--- config.mk ---
export PLATFORM = sky130hd
export DESIGN_NAME = bcd_converter
export DESIGN_NICKNAME = d
export VERILOG_FILES = /design/src/rtl/bcd_pkg.sv /design/src/rtl/bcd_add3.sv /design/src/rtl/bcd_converter.sv
export SDC_FILE = /design/constraint.sdc
export NUM_CORES = 1
export LEC_CHECK = 0
export CAP_MARGIN = 20
export CORE_UTILIZATION = 33
export DETAILED_ROUTE_END_ITERATION = 8
export SETUP_SLACK_MARGIN = 0.4
export SLEW_MARGIN = 20
export SYNTH_ARGS = -nofsm -noshare
export SYNTH_HDL_FRONTEND = slang
export SYNTH_HIERARCHICAL = 1
export SYNTH_SLANG_ARGS = --single-unit
--- constraint.sdc ---
create_clock -name clk -period 2.1 [get_ports clk]
set_clock_uncertainty 0.05 [all_clocks]
set_input_delay 0.42 -clock clk [delete_from_list [all_inputs] [get_ports clk]]
set_output_delay 0.42 -clock clk [all_outputs]
set_load 0.005 [all_outputs]
--- src/rtl/bcd_pkg.sv ---
// ============================================================================
// bcd_pkg : shared constants and FSM encoding for the BCD conversion path
// Rev 1.0 : initial release
// ============================================================================
`default_nettype none

package bcd_pkg;

  localparam int BCD_WIDTH  = 16;
  localparam int BCD_DIGITS = 5;
  // The downstream window FSM slices the BCD word with this same digit width.
  localparam int DIGIT_W    = 4;

  typedef enum logic [0:0] {
    IDLE    = 1'b0,
    CONVERT = 1'b1
  } state_e;

endpackage

`default_nettype wire

--- src/rtl/bcd_add3.sv ---
// ============================================================================
// bcd_add3 : double-dabble digit correction, adds 3 when the digit is >= 5
// Rev 1.0 : initial release
// ============================================================================
`default_nettype none

module bcd_add3
  import bcd_pkg::*;
(
  input  logic [DIGIT_W-1:0] d_in,
  output logic [DIGIT_W-1:0] d_out
);

  always_comb begin
    d_out = d_in;
    if (d_in >= DIGIT_W'(5)) begin
      d_out = d_in + DIGIT_W'(3);
    end
  end

endmodule

`default_nettype wire

--- src/rtl/bcd_converter.sv ---
// ============================================================================
// bcd_converter : sequential double-dabble, signed binary -> BCD magnitude
// Rev 1.0 : initial release
// ============================================================================
`default_nettype none

module bcd_converter
  import bcd_pkg::*;
#(
  parameter int WIDTH  = BCD_WIDTH,
  parameter int DIGITS = BCD_DIGITS
) (
  input  logic                        clk,
  input  logic                        rst,
  input  logic                        start,
  input  logic [WIDTH-1:0]            bin_in,
  output logic [DIGIT_W*DIGITS-1:0]   bcd,
  output logic                        sign,
  output logic                        busy,
  output logic                        done
);

  localparam int BCD_W = DIGIT_W * DIGITS;
  localparam int CNT_W = $clog2(WIDTH + 1);

  state_e             state_q, state_d;
  logic [WIDTH-1:0]   mag_q, mag_d;
  logic [BCD_W-1:0]   scratch_q, scratch_d;
  logic [BCD_W-1:0]   scratch_adj;
  logic [CNT_W-1:0]   cnt_q, cnt_d;
  logic               sign_pend_q, sign_pend_d;
  logic [BCD_W-1:0]   bcd_q, bcd_d;
  logic               sign_q, sign_d;
  logic               busy_q, busy_d;
  logic               done_q, done_d;

  for (genvar i = 0; i < DIGITS; i++) begin : g_add3
    bcd_add3 u_add3 (
      .d_in  (scratch_q[i*DIGIT_W +: DIGIT_W]),
      .d_out (scratch_adj[i*DIGIT_W +: DIGIT_W])
    );
  end

  always_comb begin
    state_d     = state_q;
    mag_d       = mag_q;
    scratch_d   = scratch_q;
    cnt_d       = cnt_q;
    sign_pend_d = sign_pend_q;
    bcd_d       = bcd_q;
    sign_d      = sign_q;
    done_d      = 1'b0;

    case (state_q)
      IDLE: begin
        if (start) begin
          // The most negative input maps to 2^(WIDTH-1), still fits unsigned.
          mag_d       = bin_in[WIDTH-1] ? (~bin_in + WIDTH'(1)) : bin_in;
          sign_pend_d = bin_in[WIDTH-1];
          scratch_d   = '0;
          cnt_d       = '0;
          state_d     = CONVERT;
        end
      end
      CONVERT: begin
        scratch_d = {scratch_adj[BCD_W-2:0], mag_q[WIDTH-1]};
        mag_d     = {mag_q[WIDTH-2:0], 1'b0};
        cnt_d     = cnt_q + CNT_W'(1);
        if (cnt_q == CNT_W'(WIDTH - 1)) begin
          bcd_d   = scratch_d;
          sign_d  = sign_pend_q;
          done_d  = 1'b1;
          state_d = IDLE;
        end
      end
      default: state_d = IDLE;
    endcase

    busy_d = (state_d == CONVERT);
  end

  always_ff @(posedge clk) begin
    if (rst) begin
      state_q     <= IDLE;
      mag_q       <= '0;
      scratch_q   <= '0;
      cnt_q       <= '0;
      sign_pend_q <= 1'b0;
      bcd_q       <= '0;
      sign_q      <= 1'b0;
      busy_q      <= 1'b0;
      done_q      <= 1'b0;
    end else begin
      state_q     <= state_d;
      mag_q       <= mag_d;
      scratch_q   <= scratch_d;
      cnt_q       <= cnt_d;
      sign_pend_q <= sign_pend_d;
      bcd_q       <= bcd_d;
      sign_q      <= sign_d;
      busy_q      <= busy_d;
      done_q      <= done_d;
    end
  end

  assign bcd  = bcd_q;
  assign sign = sign_q;
  assign busy = busy_q;
  assign done = done_q;

endmodule

`default_nettype wire

==> flow_metrics.py <==
metrics = {
    "sta": {
        "report.final.setup_viol": 0,
        "rsz0062_at_grt": "true",
        "relSlewSlack": 0.709,
        "fin_crit_sh": 0.790,
        "tns_ns": 0,
        "finalCriticalPeriod_ns": 1.66,
        "hold_viol": 0,
        "final_max_slew_viol_count": 0,
        "fmax_mhz": 603,
        "whs_ns": 0.402,
        "worst_slew_pin_slew_ns": 0.437,
    },
    "final_layout": {
        "multi_input_area_um2": 2000,
        "post-route-util": 0.449,
        "drive_gt1_frac": 0.178,
        "area_growth_pct": 31.2,
        "final_nets": 483,
        "final_common_cell": "dfxtp_1",
        "design_area_um2": 4430,
        "regArea_um2": 1310,
        "diodes": 0,
        "mostFrequentLayoutCells": "dfxtp_1, nor2_1, a21oi_1",
        "fill_cells": 969,
    },
    "die": {
        "dieArea_um2": 10600,
        "die_x_um": 103,
        "design.core.area_um2": 9860,
        "die_h_um": 103,
        "rows": 36,
        "start_util": 0.342,
        "ios": 42,
    },
    "drt": {
        "ant_nets": 0,
        "route.detailed.drc": 0,
        "dr_total_vias": 3013,
        "wire_per_inst_um": 13.2,
        "via_per_inst": 5.12,
        "detail_route.iter0.violations": 108,
        "first_pass_iters": 5,
        "drt-total-wl_um": 7790,
    },
    "global_routing": {
        "grt_pass1_wl_um": 12700,
        "grt_usage": 0.153,
        "grt_pass1_vias": 2801,
        "grt_max_degree": 43,
        "overflow": 0,
        "antenna_found_initial": 0,
    },
    "clock_network": {
        "path_clk_slew_ns": 0.07,
        "cts_root_buf": "clkbuf_8",
        "clkLatencyLatePin_ns": 0.33,
        "hold_buffers": 0,
        "numClockSinks": 65,
        "cts_tree": "yes",
        "htreeDepth": 3,
        "numCtsBuffers": 9,
        "clockBufferDepth": 2,
    },
    "run": {
        "maxCapViolCount": 0,
    },
    "synth": {
        "syn_inst": 391,
        "synth_area_um2": 3370,
        "ys_warn_count": 6,
        "syn-mean-instance-area_um2": 8.63,
        "synth_nets": 423,
    },
    "setup_path": {
        "critPathRequiredTime_ns": 2.26,
        "crit_type": "in -> reg",
        "worst_setup_path_end_kind": "flop",
        "crit_fanout": 2,
        "startpoint_type": "primary input",
        "critical_path_arrival_ns": 1.82,
    },
    "place": {
        "io_buffer_count": 41,
        "place_area_um2": 4090,
        "hpwlAfterDp_um": 5360,
        "globalplace.congestion": 0.828,
    },
    "hold_path": {
        "hold_class": "reg -> reg",
    },
    "pwr": {
        "ir_worst_vdd_mv": 0.244,
        "power_density_nw_per_um2": 592,
        "static-leakage-power_uw": 0.00188,
    },
    "status": {
        "status": "finished clean",
    },
}
==> layer usage <==
layer,global-route usage,wire [µm],vias to the layer above
met2,0.253,3640,71
met5,0,0,-
li1,-,-,1524
met3,0.0224,290,10
met1,0.198,3750,1408
met4,0.0639,106,0
==> final timing paths <==
| check | cells after the start | startpoint | slack (ns) | to |
|---|---|---|---|---|
| max | 6 | bin_in[12] | 0.44 | mag_q[14] |
| min | 2 | mag_q[2] | 0.40 | mag_q[3] |
| max reg2reg | 7 | cnt_q[0] | 0.47 | sign |
| min reg2reg | 2 | mag_q[2] | 0.40 | mag_q[3] |
==> state kept, by name, summed over array words and instances (netlist names) <==
| name | count |
|---|---|
| sign_pend_q | 1 |
| busy | 1 |
| sign | 1 |
| scratch_q | 20 |
| bcd | 20 |
| mag_q | 16 |
| done | 1 |
| cnt_q | 5 |
==> what timing repair did <==
item / CTS / global route
buffers inserted: 2 / 1
endpoints found under the setup margin: 32 / 38
gates cloned: 0 / 1
gates resized for setup: 20 / 31
pin swaps: 7 / 8
==> through the flow <==
| step | total power (µW) | instances | worst slack [ns] |
|---|---|---|---|
| 6_report | 2620 | 589 | 0.441 |
| 4_1_cts | 2660 | 587 | 0.359 |
| 3_5_place_dp | 1600 | 569 | -0.192 |
| 2_1_floorplan | 1470 | 391 | 0.348 |
| 5_1_grt | 2750 | 589 | 0.396 |
| 3_3_place_gp | 1590 | 569 | -0.147 |
==> critical path: stages <==
cell and delay, ns:
clkdlybuf4s50_1 0.42, buf_4 0.15, nor4_2 0.34, a41oi_1 0.18
xnor2_1 0.21, o22ai_1 0.11
==> where the power goes <==
part | internal [µW] | total (µW) | switching, µW
clock | 572 | 1040 | 472
sequential | 1260 | 1280 | 15.7
combinational | 140 | 303 | 163
==> final cells by class <==
class | instances | share of cell area
multi-input cells | 284 | 0.452
flip-flops and latches | 65 | 0.295
repair buffers | 77 | 0.160
well taps | 133 | 0.0376
clock buffers | 10 | 0.0311
clock inverters | 6 | 0.0130
inverters | 14 | 0.0119
Note: power is estimated with default switching activity, not from simulation.
